`config.mk`:
```
export PLATFORM = sky130hd
export DESIGN_NAME = mem_ctrl_mp
export DESIGN_NICKNAME = d
export VERILOG_FILES = /design/src/rtl/mem_ctrl_mp.sv
export SDC_FILE = /design/constraint.sdc
export NUM_CORES = 1
export LEC_CHECK = 0
export BUFFER_PORTS_ARGS = -buffer_cell sky130_fd_sc_hd__buf_2
export CORE_ASPECT_RATIO = 0.5
export CORE_UTILIZATION = 50
export CTS_CLUSTER_SIZE = 10
export DETAILED_ROUTE_END_ITERATION = 10
export PLACE_DENSITY = 0.74
export SYNTH_ARGS = -nofsm -noshare
export SYNTH_HDL_FRONTEND = slang
export SYNTH_SLANG_ARGS = --single-unit
```
`constraint.sdc`:
```
create_clock -name clk -period 2.65 [get_ports clk]
set_clock_uncertainty 0.2 [all_clocks]
set_input_delay 0.1325 -clock clk [delete_from_list [all_inputs] [get_ports clk]]
set_output_delay 0.1325 -clock clk [all_outputs]
set_load 0.1 [all_outputs]
```
`src/rtl/mem_ctrl_mp.sv`:
```
// Arbitrates NPORT request slots onto one byte-serial RAM bus; strobe to first beat is 2 cycles, completion is back-to-back.
// Each port holds one request: strobes are ignored while busy, and requests wait in their slot until granted.
module mem_ctrl_mp #(
    parameter int NPORT    = 2,
    parameter int ADDR_W   = 32,
    parameter int DATA_W   = 32,
    parameter int BUS_W    = 8,
    parameter int ARB_MODE = 0,
    parameter int RAM_LAT  = 0,
    localparam int NB      = DATA_W / BUS_W,
    localparam int LEN_W   = (NB > 1) ? $clog2(NB) : 1
) (
    input  logic                     clk,
    input  logic                     rst,
    input  logic [2*NPORT-1:0]       rw_flag,
    input  logic [ADDR_W*NPORT-1:0]  addr,
    input  logic [LEN_W*NPORT-1:0]   len,
    input  logic [DATA_W*NPORT-1:0]  data_in,
    output logic [DATA_W*NPORT-1:0]  data_out,
    output logic [NPORT-1:0]         busy,
    output logic [NPORT-1:0]         done,
    output logic                     ram_rw_flag,
    output logic [ADDR_W-1:0]        ram_addr,
    output logic [BUS_W-1:0]         ram_data_out,
    input  logic [BUS_W-1:0]         ram_data_in
);

    localparam int GW = (NPORT > 1) ? $clog2(NPORT) : 1;

    typedef enum logic [1:0] {IDLE, XFER, DRAIN} state_t;

    state_t                          state_q;
    logic [NPORT-1:0]                slot_vld_q, slot_rd_q;
    logic [NPORT-1:0][ADDR_W-1:0]    slot_addr_q;
    logic [NPORT-1:0][LEN_W-1:0]     slot_len_q;
    logic [NPORT-1:0][DATA_W-1:0]    slot_dat_q;
    logic [GW-1:0]                   gnt_q, gnt_d, rr_ptr_q;
    logic [LEN_W-1:0]                cnt_q, cnt_d, cap_idx;
    logic [DATA_W-1:0]               rbuf_q, rbuf_d;
    logic [DATA_W*NPORT-1:0]         data_out_q;
    logic [NPORT-1:0]                done_q, pend;
    logic                            ram_rw_q;
    logic [ADDR_W-1:0]               ram_addr_q;
    logic [BUS_W-1:0]                ram_wd_q;
    logic                            win_vld, last, cmpl, start, cap_en, cur_rd;

    always_comb begin
        cur_rd = slot_rd_q[gnt_q];
        pend   = slot_vld_q;
        if (state_q != IDLE) pend[gnt_q] = 1'b0;

        // later hits overwrite earlier ones: fixed keeps the highest index, RR the nearest after ptr
        gnt_d   = gnt_q;
        win_vld = 1'b0;
        if (ARB_MODE == 0) begin
            for (int i = 0; i < NPORT; i++) begin
                if (pend[i]) begin
                    gnt_d   = GW'(i);
                    win_vld = 1'b1;
                end
            end
        end else begin
            for (int i = NPORT; i >= 1; i--) begin
                if (pend[(int'(rr_ptr_q) + i) % NPORT]) begin
                    gnt_d   = GW'((int'(rr_ptr_q) + i) % NPORT);
                    win_vld = 1'b1;
                end
            end
        end

        last  = (state_q == XFER) && (cnt_q == slot_len_q[gnt_q]);
        cmpl  = (state_q == DRAIN) || (last && !(RAM_LAT == 1 && cur_rd));
        start = win_vld && ((state_q == IDLE) || cmpl);
        cnt_d = cnt_q + LEN_W'(1);

        // with a registered RAM the read data trails the address by one beat
        cap_en  = cur_rd && ((RAM_LAT == 0) ? (state_q == XFER)
                                            : ((state_q == DRAIN) || (state_q == XFER && cnt_q != '0)));
        cap_idx = (RAM_LAT == 0 || state_q == DRAIN) ? cnt_q : cnt_q - LEN_W'(1);
        rbuf_d  = rbuf_q;
        if (cap_en) rbuf_d[int'(cap_idx)*BUS_W +: BUS_W] = ram_data_in;
    end

    always_ff @(posedge clk) begin
        if (!rst) begin
            state_q     <= IDLE;
            slot_vld_q  <= '0;
            slot_rd_q   <= '0;
            slot_addr_q <= '0;
            slot_len_q  <= '0;
            slot_dat_q  <= '0;
            gnt_q       <= '0;
            rr_ptr_q    <= GW'(NPORT - 1);
            cnt_q       <= '0;
            rbuf_q      <= '0;
            data_out_q  <= '0;
            done_q      <= '0;
            ram_rw_q    <= 1'b1;
            ram_addr_q  <= '0;
            ram_wd_q    <= '0;
        end else begin
            done_q <= '0;
            rbuf_q <= rbuf_d;

            for (int p = 0; p < NPORT; p++) begin
                if (rw_flag[2*p +: 2] != 2'b00 && !slot_vld_q[p]) begin
                    slot_vld_q[p]  <= 1'b1;
                    slot_rd_q[p]   <= rw_flag[2*p+1];
                    slot_addr_q[p] <= addr[p*ADDR_W +: ADDR_W];
                    slot_len_q[p]  <= len[p*LEN_W +: LEN_W];
                    slot_dat_q[p]  <= data_in[p*DATA_W +: DATA_W];
                end
            end

            if (cmpl) begin
                slot_vld_q[gnt_q] <= 1'b0;
                done_q[gnt_q]     <= 1'b1;
                if (cur_rd) data_out_q[int'(gnt_q)*DATA_W +: DATA_W] <= rbuf_d;
                state_q           <= IDLE;
                ram_rw_q          <= 1'b1;
            end else if (state_q == XFER) begin
                if (last) begin
                    state_q <= DRAIN;
                end else begin
                    cnt_q      <= cnt_d;
                    ram_addr_q <= ram_addr_q + ADDR_W'(1);
                    ram_wd_q   <= cur_rd ? '0 : slot_dat_q[gnt_q][int'(cnt_d)*BUS_W +: BUS_W];
                end
            end

            // a grant overrides the completion's return to IDLE, giving back-to-back service
            if (start) begin
                state_q    <= XFER;
                gnt_q      <= gnt_d;
                rr_ptr_q   <= gnt_d;
                cnt_q      <= '0;
                rbuf_q     <= '0;
                ram_rw_q   <= slot_rd_q[gnt_d];
                ram_addr_q <= slot_addr_q[gnt_d];
                ram_wd_q   <= slot_rd_q[gnt_d] ? '0 : slot_dat_q[gnt_d][BUS_W-1:0];
            end
        end
    end

    assign busy         = slot_vld_q;
    assign done         = done_q;
    assign data_out     = data_out_q;
    assign ram_rw_flag  = ram_rw_q;
    assign ram_addr     = ram_addr_q;
    assign ram_data_out = ram_wd_q;

endmodule
```
==> summary.txt <==
Leak -> 7.38 nW
slowest stage delay, CP -> 0.46 ns
Slew headroom -> 0.533
Clk Latency, worst-skew pair -> 0.58 ns
Rows -> 40
Die ar. -> 25500 µm²
dominant synthesized flop cell -> dfxtp_1
Seq/Total Area, Yosys -> 0.451
period utilization -> 0.956
# port buffers -> 254
die height -> 113 µm
utilization after layout -> 0.701
Synthesized Nets -> 1583
Global Route Usage Sum -> 0.307
worst setup path category -> reg -> reg
most common cell after layout, fill and taps aside -> nand2_1
DR WL/cell -> 18.1 µm
ys async rst share -> 0
final setup margin -> 0.117 ns
final wirelength -> 39600 µm
share of cells above drive strength 1 -> 0.249
Hold Vio Cnt, Final -> 0
Synth Cell Area -> 12400 µm²
Max VDD drop -> 517 µV
# DRC -> 0
CP startpoint kind -> flip-flop
Least-Margin Pin Slew -> 0.699 ns
vias -> 12.1k
final-stage net count -> 1999
largest net degree at the start of global routing -> 94
1st-pass router iterations -> 5
TritonCTS buffer count -> 31
largest cells by area after synthesis -> dfxtp_1, nand2_1, a21boi_0
Yosys warning count -> 0
First DRT Iteration DRCs -> 885
first-pass GRT wire length -> 63000 µm
dpl ws -> -0.292 ns
fin crit period -> 2.53 ns
vias per std cell -> 5.55
IO Pins -> 255
share of the synthesized area in the top cell type -> 0.451
CP bufs+invs -> 0
worst-path fanout max -> 7
flops & latches, synth -> 280
Hold Path Class -> in -> reg
H-tree depth -> 1
remaining global-route overflow -> 0
CP Cell Sequence -> mux2i_1 > xnor2_2 > o21ai_2 > or3_4 > o21a_1 > o311a_1
synth unique cells -> 63
Power per Cell Area -> 694 nW/µm²
CTS root buf -> clkbuf_16
Clock transition at path regs -> 0.06 ns
CTS Sinks -> 280
Final Max Tran Viols -> 0
GP Congestion -> 0.848
CTS tree -> done
Achievable Freq -> 395 MHz
MaxCap Viol Count -> 0
outcome -> completed
Routed Antenna Nets -> 0
Crit. End Element -> flip-flop
area grow syn2layout -> 36.2%
Critical Path AT -> 2.79 ns
HPWL Detailed -> 24400 µm
CP Data Required Time -> 2.91 ns
Gate Count Post-Synth -> 1431
syn_area_per_cell -> 8.69 µm²
largest area contributor in the synthesized netlist -> dfxtp_1
final setup fails -> 0
Post-synth EDFFs -> 0
delay-heaviest family, CP -> compound AO/OA/AOI/OAI gates
RSZ-0062 raised after global routing -> no
Clock Tree Buf Depth -> 3
starting density of the core -> 0.514
most frequent cells in the layout -> nand2_1, dfxtp_1, buf_2
crit path max-delay cell type -> or3_4
initial antenna violation count -> 1
core area -> 24200 µm²
vias in the first global route -> 12.4k
Die W -> 225 µm
[synth_stat cells, drive strengths merged (5+ instances only)]
master and n:
ha 6, a221oi 8, mux2 33, o21a 9, a211oi 5, o31a 8
nor2 150, xnor2 6, or3 5, buf 34, a21oi 25, a21boi 136
o21ai 28, nor3b 68, inv 7, nand4 41, dfxtp 280, mux4 16
mux2i 12, nand3 19, nand2 318, o22ai 10, nor3 8, clkbuf 78
and3 48, a21bo 32
[where the power goes]
group | leakage (nW) | internal, mW | switching, mW
clock | 0.392 | 2.05 | 1.64
combinational | 4.69 | 1.07 | 2.19
sequential | 2.30 | 4.54 | 0.250
[registers in the layout (all words and copies together), names as in the netlist]
| register | flops |
|---|---|
| slot_addr_q | 64 |
| cap_idx | 2 |
| busy | 2 |
| rbuf_q | 32 |
| slot_dat_q | 64 |
| gnt_q | 1 |
| ram_addr | 32 |
| done | 2 |
| data_out | 64 |
| state_q | 2 |
| ram_rw_flag | 1 |
| slot_rd_q | 2 |
| ram_data_out | 8 |
| slot_len_q | 4 |
[through the flow]
step | cells | power (mW) | hold slack [ns] | setup TNS (ns) | area (µm²)
floorplan | 1431 | 7.00 | 0.0774 | 0 | 12500
global placement | 1951 | 7.75 | 0.184 | -7.28 | 14100
detailed placement | 1951 | 7.80 | 0.191 | -20.36 | 14100
CTS | 2182 | 11.7 | 0.135 | 0 | 16900
global route | 2183 | 12.2 | 0.158 | 0 | 16900
finish | 2183 | 11.7 | 0.157 | 0 | 16900
[worst paths after layout]
path	slack [ns]	from	depth (start not counted)	endpoint
worst max-delay path	0.12	gnt_q$_SDFFE_PN0P_	6	ram_addr[13]$_SDFFE_PN0P_
worst min-delay path	0.16	data_in[48]	4	slot_dat_q[48]$_SDFFE_PN0P_
worst max register to register	0.12	gnt_q$_SDFFE_PN0P_	6	ram_addr[13]$_SDFFE_PN0P_
worst min register to register	0.26	slot_dat_q[57]$_SDFFE_PN0P_	2	slot_dat_q[57]$_SDFFE_PN0P_
[cell families after synthesis]
kind of cell	synth area share
multiplexers	0.0689
AND/OR/NAND/NOR	0.252
AO/OA/AOI/OAI	0.172
adder cells (fa/ha/maj)	0.00604
XOR/XNOR	0.00685
buffers and inverters	0.0429
flip-flops	0.451
[tightest hold or removal path, delay by kind of cell]
family / cells / cell delay [ns]
buf+inv: 2 / 0.65
compound gates: 1 / 0.06
simple gates: 1 / 0.04
[area by class of cell]
type	instances	area, µm²
fill	1827	7240
multi-input combinational	1032	6330
sequential	280	5640
timing repair buffer	495	3720
clock buffer	31	776
tap	336	420
inverter	7	26.3
clock inverter	1	20.0
antenna	1	2.50
[layer usage]
metal / vias up / GRT usage / routed length (µm)
met5: - / 0 / 0
met4: 0 / 0.148 / 1770
met3: 137 / 0.0621 / 2320
met2: 429 / 0.524 / 19100
met1: 5799 / 0.375 / 16400
li1: 5753 / - / -
[repair_timing]
action	in CTS	in global routing
gates resized for setup	2	3
endpoints found under the hold margin	205	0
hold buffers	198	0
pin swaps	1	0
setup endpoints to repair	100	46
buffers inserted	1	0
Power figures use the tool's default switching activity.
